File: src/rtl/buf_pkg.sv
// buf_pkg: shared constants and width helpers for the buf_fifo block
package buf_pkg;
    localparam int BUF_DEPTH_MIN = 2;

    function automatic int level_width(input int depth);
        return $clog2(depth + 1);
    endfunction

    function automatic int ptr_width(input int depth);
        return (depth > 1) ? $clog2(depth) : 1;
    endfunction
endpackage

File: src/rtl/buf_fifo_ptr.sv
// buf_fifo_ptr: pointer register that wraps from DEPTH-1 to 0 on increment
module buf_fifo_ptr
    import buf_pkg::*;
#(
    parameter int  DEPTH = 4,
    localparam int PW    = ptr_width(DEPTH)
) (
    input  logic          ck,
    input  logic          rst,
    input  logic          inc_i,
    output logic [PW-1:0] ptr_o
);
    logic [PW-1:0] ptr_q, ptr_d;

    // explicit compare so non-power-of-2 depths wrap correctly
    always_comb ptr_d = !inc_i ? ptr_q : (ptr_q == PW'(DEPTH - 1)) ? '0 : ptr_q + PW'(1);

    always_ff @(posedge ck) begin
        if (rst) ptr_q <= '0;
        else     ptr_q <= ptr_d;
    end

    assign ptr_o = ptr_q;
endmodule

File: src/rtl/buf_fifo.sv
// buf_fifo: W-bit, DEPTH-entry registered FIFO with valid/ready handshakes and fill level
module buf_fifo
    import buf_pkg::*;
#(
    parameter int  W     = 8,
    parameter int  DEPTH = 4,
    localparam int LW    = level_width(DEPTH)
) (
    input  logic          ck,
    input  logic          rst,
    input  logic [W-1:0]  i,
    input  logic          i_valid,
    output logic          i_ready,
    output logic [W-1:0]  q,
    output logic          q_valid,
    input  logic          q_ready,
    output logic [LW-1:0] level
);
    localparam int PW = ptr_width(DEPTH);

    if (W < 1) begin : g_w_chk
        $error("buf_fifo: W must be at least 1");
    end
    if (DEPTH < BUF_DEPTH_MIN) begin : g_depth_chk
        $error("buf_fifo: DEPTH below BUF_DEPTH_MIN");
    end

    logic [W-1:0]  mem_q [DEPTH];
    logic [LW-1:0] level_q, level_d;
    logic [PW-1:0] wr_ptr, rd_ptr;
    logic          push, pop;

    assign i_ready = (level_q != LW'(DEPTH));
    assign q_valid = (level_q != '0);
    assign q       = mem_q[rd_ptr];
    assign level   = level_q;
    assign push    = i_valid & i_ready;
    assign pop     = q_valid & q_ready;

    always_comb level_d = (push & ~pop) ? level_q + LW'(1) : (pop & ~push) ? level_q - LW'(1) : level_q;

    always_ff @(posedge ck) begin
        if (rst) level_q <= '0;
        else     level_q <= level_d;
    end

    // storage only changes on reset or an accepted push
    always_ff @(posedge ck) begin
        if (rst) begin
            for (int k = 0; k < DEPTH; k++) mem_q[k] <= '0;
        end else if (push) begin
            mem_q[wr_ptr] <= i;
        end
    end

    buf_fifo_ptr #(.DEPTH(DEPTH)) u_wr_ptr (
        .ck    (ck),
        .rst   (rst),
        .inc_i (push),
        .ptr_o (wr_ptr)
    );

    buf_fifo_ptr #(.DEPTH(DEPTH)) u_rd_ptr (
        .ck    (ck),
        .rst   (rst),
        .inc_i (pop),
        .ptr_o (rd_ptr)
    );
endmodule

File: config.mk
export PLATFORM = sky130hd
export DESIGN_NAME = buf_fifo
export DESIGN_NICKNAME = d
export VERILOG_FILES = /design/src/rtl/buf_pkg.sv /design/src/rtl/buf_fifo_ptr.sv /design/src/rtl/buf_fifo.sv
export SDC_FILE = /design/constraint.sdc
export NUM_CORES = 1
export LEC_CHECK = 0
export BUFFER_PORTS_ARGS = -buffer_cell sky130_fd_sc_hd__buf_2
export CORE_MARGIN = 2
export CORE_UTILIZATION = 53
export DETAILED_ROUTE_END_ITERATION = 10
export PLACE_DENSITY_LB_ADDON = 0.1
export REMOVE_ABC_BUFFERS = 1
export SYNTH_ARGS = -nofsm -noshare
export SYNTH_HDL_FRONTEND = slang
export SYNTH_HIERARCHICAL = 1
export SYNTH_SLANG_ARGS = --single-unit
File: constraint.sdc
create_clock -name ck -period 5.4 [get_ports ck]
set_input_delay 1.08 -clock ck [delete_from_list [all_inputs] [get_ports ck]]
set_output_delay 1.08 -clock ck [all_outputs]
set_load 0.05 [all_outputs]
Yosys cells after proc, flatten, opt, wreduce, memory -nomap -nowiden
Memory sizes are Yosys's and may differ from the RTL's. A register that Yosys moved wholly into a read port is not among the register bits.
Cells that the tools add are included.
Cells by class
  add/subtract/negate cells: 4
  $mul: 0
  divide/modulo/power cells: 0
  $lt $le $gt $ge: 0
  eq/ne operators: 3
  shift-type cells: 0
  mux-type cells: 14
  bitwise operators: 6
  reductions and logical operators: 3
Operators by type and width (number)
  two-way mux 2 bit: 5
  two-way mux 8 bit: 1
  OR reduction 8 bit: 1
  two-way mux 1 bit: 6
  two-way mux 3 bit: 2
  adder 2 x 1 -> 2 bit, second input constant: 2
  AND 1 bit: 4
  equality test 2 bit, second input constant: 2
  adder 3 x 1 -> 3 bit, second input constant: 1
  != test 3 bit, second input constant: 1
  nonzero test 3 bit: 1
  subtractor 3 x 1 -> 3 bit, second input constant: 1
  NOT 1 bit: 2
  nonzero test 2 bit: 1
Word-level totals
  register bits after elaboration: 7
  bits in latches: 0
  bits in writable memories: 32
  bits in read-only memories: 0
  input bits: 12
  output and inout port bits: 13
  memories: 1
Memory list
  mem_q: depth 4, width 8, read ports 1, clocked after memory_dff 1, wr ports 4, RTL line buf_fifo.sv:28  | logic [W-1:0] mem_q [DEPTH];

Longest topological paths before layout
  depth after elaboration: 7
  depth in mapped cells: 8
  depth with buffers taken out: 8

Modules after synthesis
Netlist, hierarchy kept.
Modules (own cells, without submodules)
  buf_fifo: instances 1, cells an instance 106, area an instance 1672.9 um2
  buf_fifo_ptr: instances 2, cells an instance 8, area an instance 86.3 um2

Worst setup path before layout
Ideal clock, no wire load.
  path type: reg-to-reg
  from: register level_q[1], in the netlist level[1]
  to: register level_q[2], in the netlist level[2]
  setup time: 0.070 ns
  arrival time: 2.526 ns
  data required time: 5.330 ns
  setup slack: 2.804 ns
  cell stages (with the launch flop): 9
  path buffers: 0
  period minus slack after synthesis: 2.596 ns
  path through: dfxtp_1 or3_1 nand2_1 ha_1 inv_1 fa_1 xor2_1 or3_1 a21oi_1
On the way
  longest elaborated chain between the ends: 5
  elaborated cells on any way between the ends: 13
  classes of those cells: add/sub (2); eq/ne (1); mux (2); bitwise (6); reduce/logical (2)
Ends and longest elaborated chain
  start, declared: RTL line buf_fifo.sv:29  | logic [LW-1:0] level_q, level_d;
  start signal, assigned: RTL line buf_fifo.sv:44  | else level_q <= level_d;
  nonzero test 3 bit (*): RTL line buf_fifo.sv:34  | assign q_valid = (level_q != '0);
  named net q_valid: RTL line buf_fifo.sv:15  | output logic q_valid,
  AND 1 bit (*): RTL line buf_fifo.sv:38  | assign pop = q_valid & q_ready;
  NOT 1 bit: RTL line buf_fifo.sv:40  | always_comb level_d = (push & ~pop) ? level_q + LW'(1) : (pop & ~push) ? level_q - LW'(1) : level_q;
  AND 1 bit: RTL line buf_fifo.sv:40
  two-way mux 3 bit or nonzero test 2 bit (tied branches)
The timed path passes the listed nets; every way through them passes the cells marked *. The select of a mux whose other input is x is not followed.
A chain may end at the register's enable or synchronous reset.

==> flow_metrics.tcl <==
set metrics [dict create \
    std_cell_rows 21 \
    hpwl_um 2140 \
    synth_seq_cells 39 \
    max_freq_ghz 0.335 \
    antenna_found_initial 0 \
    syn_inst 122 \
    finalWirelength_um 3160 \
    rsz0062_at_grt "no" \
    post-route-period-util_pct 55.2 \
    peakVddDrop_v 0.000204 \
    fin_crit_ps 2980 \
    clkTransAtPathRegs_ps 110 \
    seq_area_frac_synth_pct 59.7 \
    ant_nets 0 \
    fill_cells 272 \
    end_kind "output pin" \
    cts_tree "yes" \
    antenna_cells 0 \
    grt_util_met3_pct 6.31 \
    cp_data_required_time_ps 4320 \
    syn_to_final_growth_pct 11.6 \
    die_w_um 63.0 \
    syn_area_per_cell_um2 15.1 \
    grt_pass1_vias 1088 \
    finalClockSkew_ps 4.18 \
    arrival_ps 1900 \
    seq_area_mm2 0.00110 \
    grt_max_degree 14 \
    clock-sinks 39 \
    final_hold_viol_count 0 \
    cp-start-kind "flip-flop" \
    status "finished, final reports clean" \
    grt.overflow.total 0 \
    grt-busiest-layer "met2" \
    place_ws_ps 2580 \
    r2r_cells 8 \
    p_per_area_mw_per_mm2 436 \
    async_flop_share_pct 0 \
    max_slew_margin_pct 57.0 \
    ctsResizeCount 0 \
    r2r-end "level[2]" \
    grt_pass1_wl_um 5260 \
    multi_input_area_um2 712 \
    globalRouteMet1Util_pct 22.4 \
    drt_iter0_markers 72 \
    avgViaCountPerCell 5.23 \
    final-setup-viol-count 0 \
    layout.nets 166 \
    p_leak_nw 0.801 \
    netlist_area_mm2 0.00185 \
    layout_common_cells "and2_1, edfxtp_1, buf_2" \
    wl_per_cell_um 16.1 \
    cts_buffer_depth 2 \
    drcViolationCount 0 \
    holdPathEnd "level[2]" \
    ys_types 24 \
    critical_path_class "reg2out" \
    portBuffers 24 \
    synth-edff-count 32 \
    core-area_mm2 0.00334 \
    drv_slew 0 \
    r2r-start "level[0]" \
    crit_path_start "u_rd_ptr/ptr_o[0]" \
    drtPass1Iterations 4 \
    clock_latency_ps 340 \
    final_layout_size_suffix_gt1_share_pct 29.8 \
    fp.dieH_um 63.0 \
    cts_max_level 2 \
    num_io_pins 25 \
    finalWorstSetupSlack_ps 2420 \
    tns_ps 0 \
    postCtsHoldBufs 0 \
    maxCapViolations 0 \
    worstHoldStart "level[2]" \
    tightest_slew_ps 644 \
    yosys_warnings 6 \
    cts_inserted_buffers 5 \
    use_met2_pct 30.2 \
    ff2ff_setup_slack_ps 3140 \
    start_util_pct 55.3 \
    post_cts_buffers 0 \
    cts_root_buf "clkbuf_4" \
    whs_path_depth 2 \
    die_area_mm2 0.00397 \
    hold_class "reg2reg" \
    gp_congestion 0.745 \
    via_count 1031 \
    grt.total_usage_pct 18.6 \
    synth_ff_type "edfxtp_1" \
    worstPathMaxFanout 11 \
]
-- Yosys cell counts, types with 2 or more instances --
cell	number	area (um2)
nand2b_1	3	18.8
buf_2	2	10.0
mux4_2	8	180
nor2_1	4	15.0
or3_1	2	12.5
ha_1	3	37.5
a21oi_1	3	15.0
nor4_4	3	63.8
a31o_1	4	35.0
xor2_1	2	17.5
or3b_1	2	17.5
dfxtp_1	7	140
inv_1	4	15.0
mux2i_1	3	30.0
edfxtp_1	32	961
and2_1	32	200
-- layer usage --
layer	routed length, um	part of all wire (%)
met1	1370	43
met2	1630	52
met3	127	4.0
met4	34	1.1
met5	0	0
-- registers in the layout (all words and copies together) (netlist names) --
register and cells:
level 3, u_wr_ptr/ptr_o 2, mem_q 32, u_rd_ptr/ptr_o 2
-- cell type report --
type / instances / area share (%)
clock buffer: 7 / 2.19
clock inverter: 1 / 0.243
inverter: 5 / 0.911
multi-input combinational: 75 / 34.6
sequential: 39 / 53.5
tap: 46 / 2.79
timing repair buffer: 24 / 5.83
-- stage by stage --
stage	utilization, %	instance area (um2)	std cells	power (mW)	hold slack, ps
after detailed placement	60.2	2010	189	0.769	518
after global placement	60.2	2010	189	0.761	491
after CTS	61.7	2060	197	0.911	534
after floorplan	-	1830	119	0.693	585
final	61.7	2060	197	0.898	542
after global routing	61.7	2060	197	0.952	586
-- how the worst max path moves through the flow --
| stage | endpoint | slack, ps |
|---|---|---|
| after floorplan | level[2] | 2800 |
| after global placement | level[2] | 2650 |
| after detailed placement | level[2] | 2580 |
| after CTS | q[3] | 2350 |
| after global routing | q[3] | 2270 |
| final | q[3] | 2420 |
-- where the power goes --
part	total, mW	internal, mW	switching [mW]
clock	0.141	0.0508	0.0900
combinational	0.339	0.117	0.223
sequential	0.418	0.372	0.0460
total	0.898	0.540	0.359
-- kinds of logic (layout without fill, tap and decap cells) --
family,after synthesis,in the layout,share of synthesized area (%)
AOI/OAI and AO/OA,8,8,2.98
DFF,39,39,59.7
buffers and inverters,8,37,1.76
muxes,11,11,11.4
adders and majority gates,4,4,3.12
xor gates and xnor gates,2,2,0.949
and+or+nand+nor,50,50,20.1
-- worst max-delay path, stage by stage (launching register included) --
cell and delay [ps]:
dfxtp_1 750, mux4_2 590, buf_2 230
(Power assumes the default switching activity.)
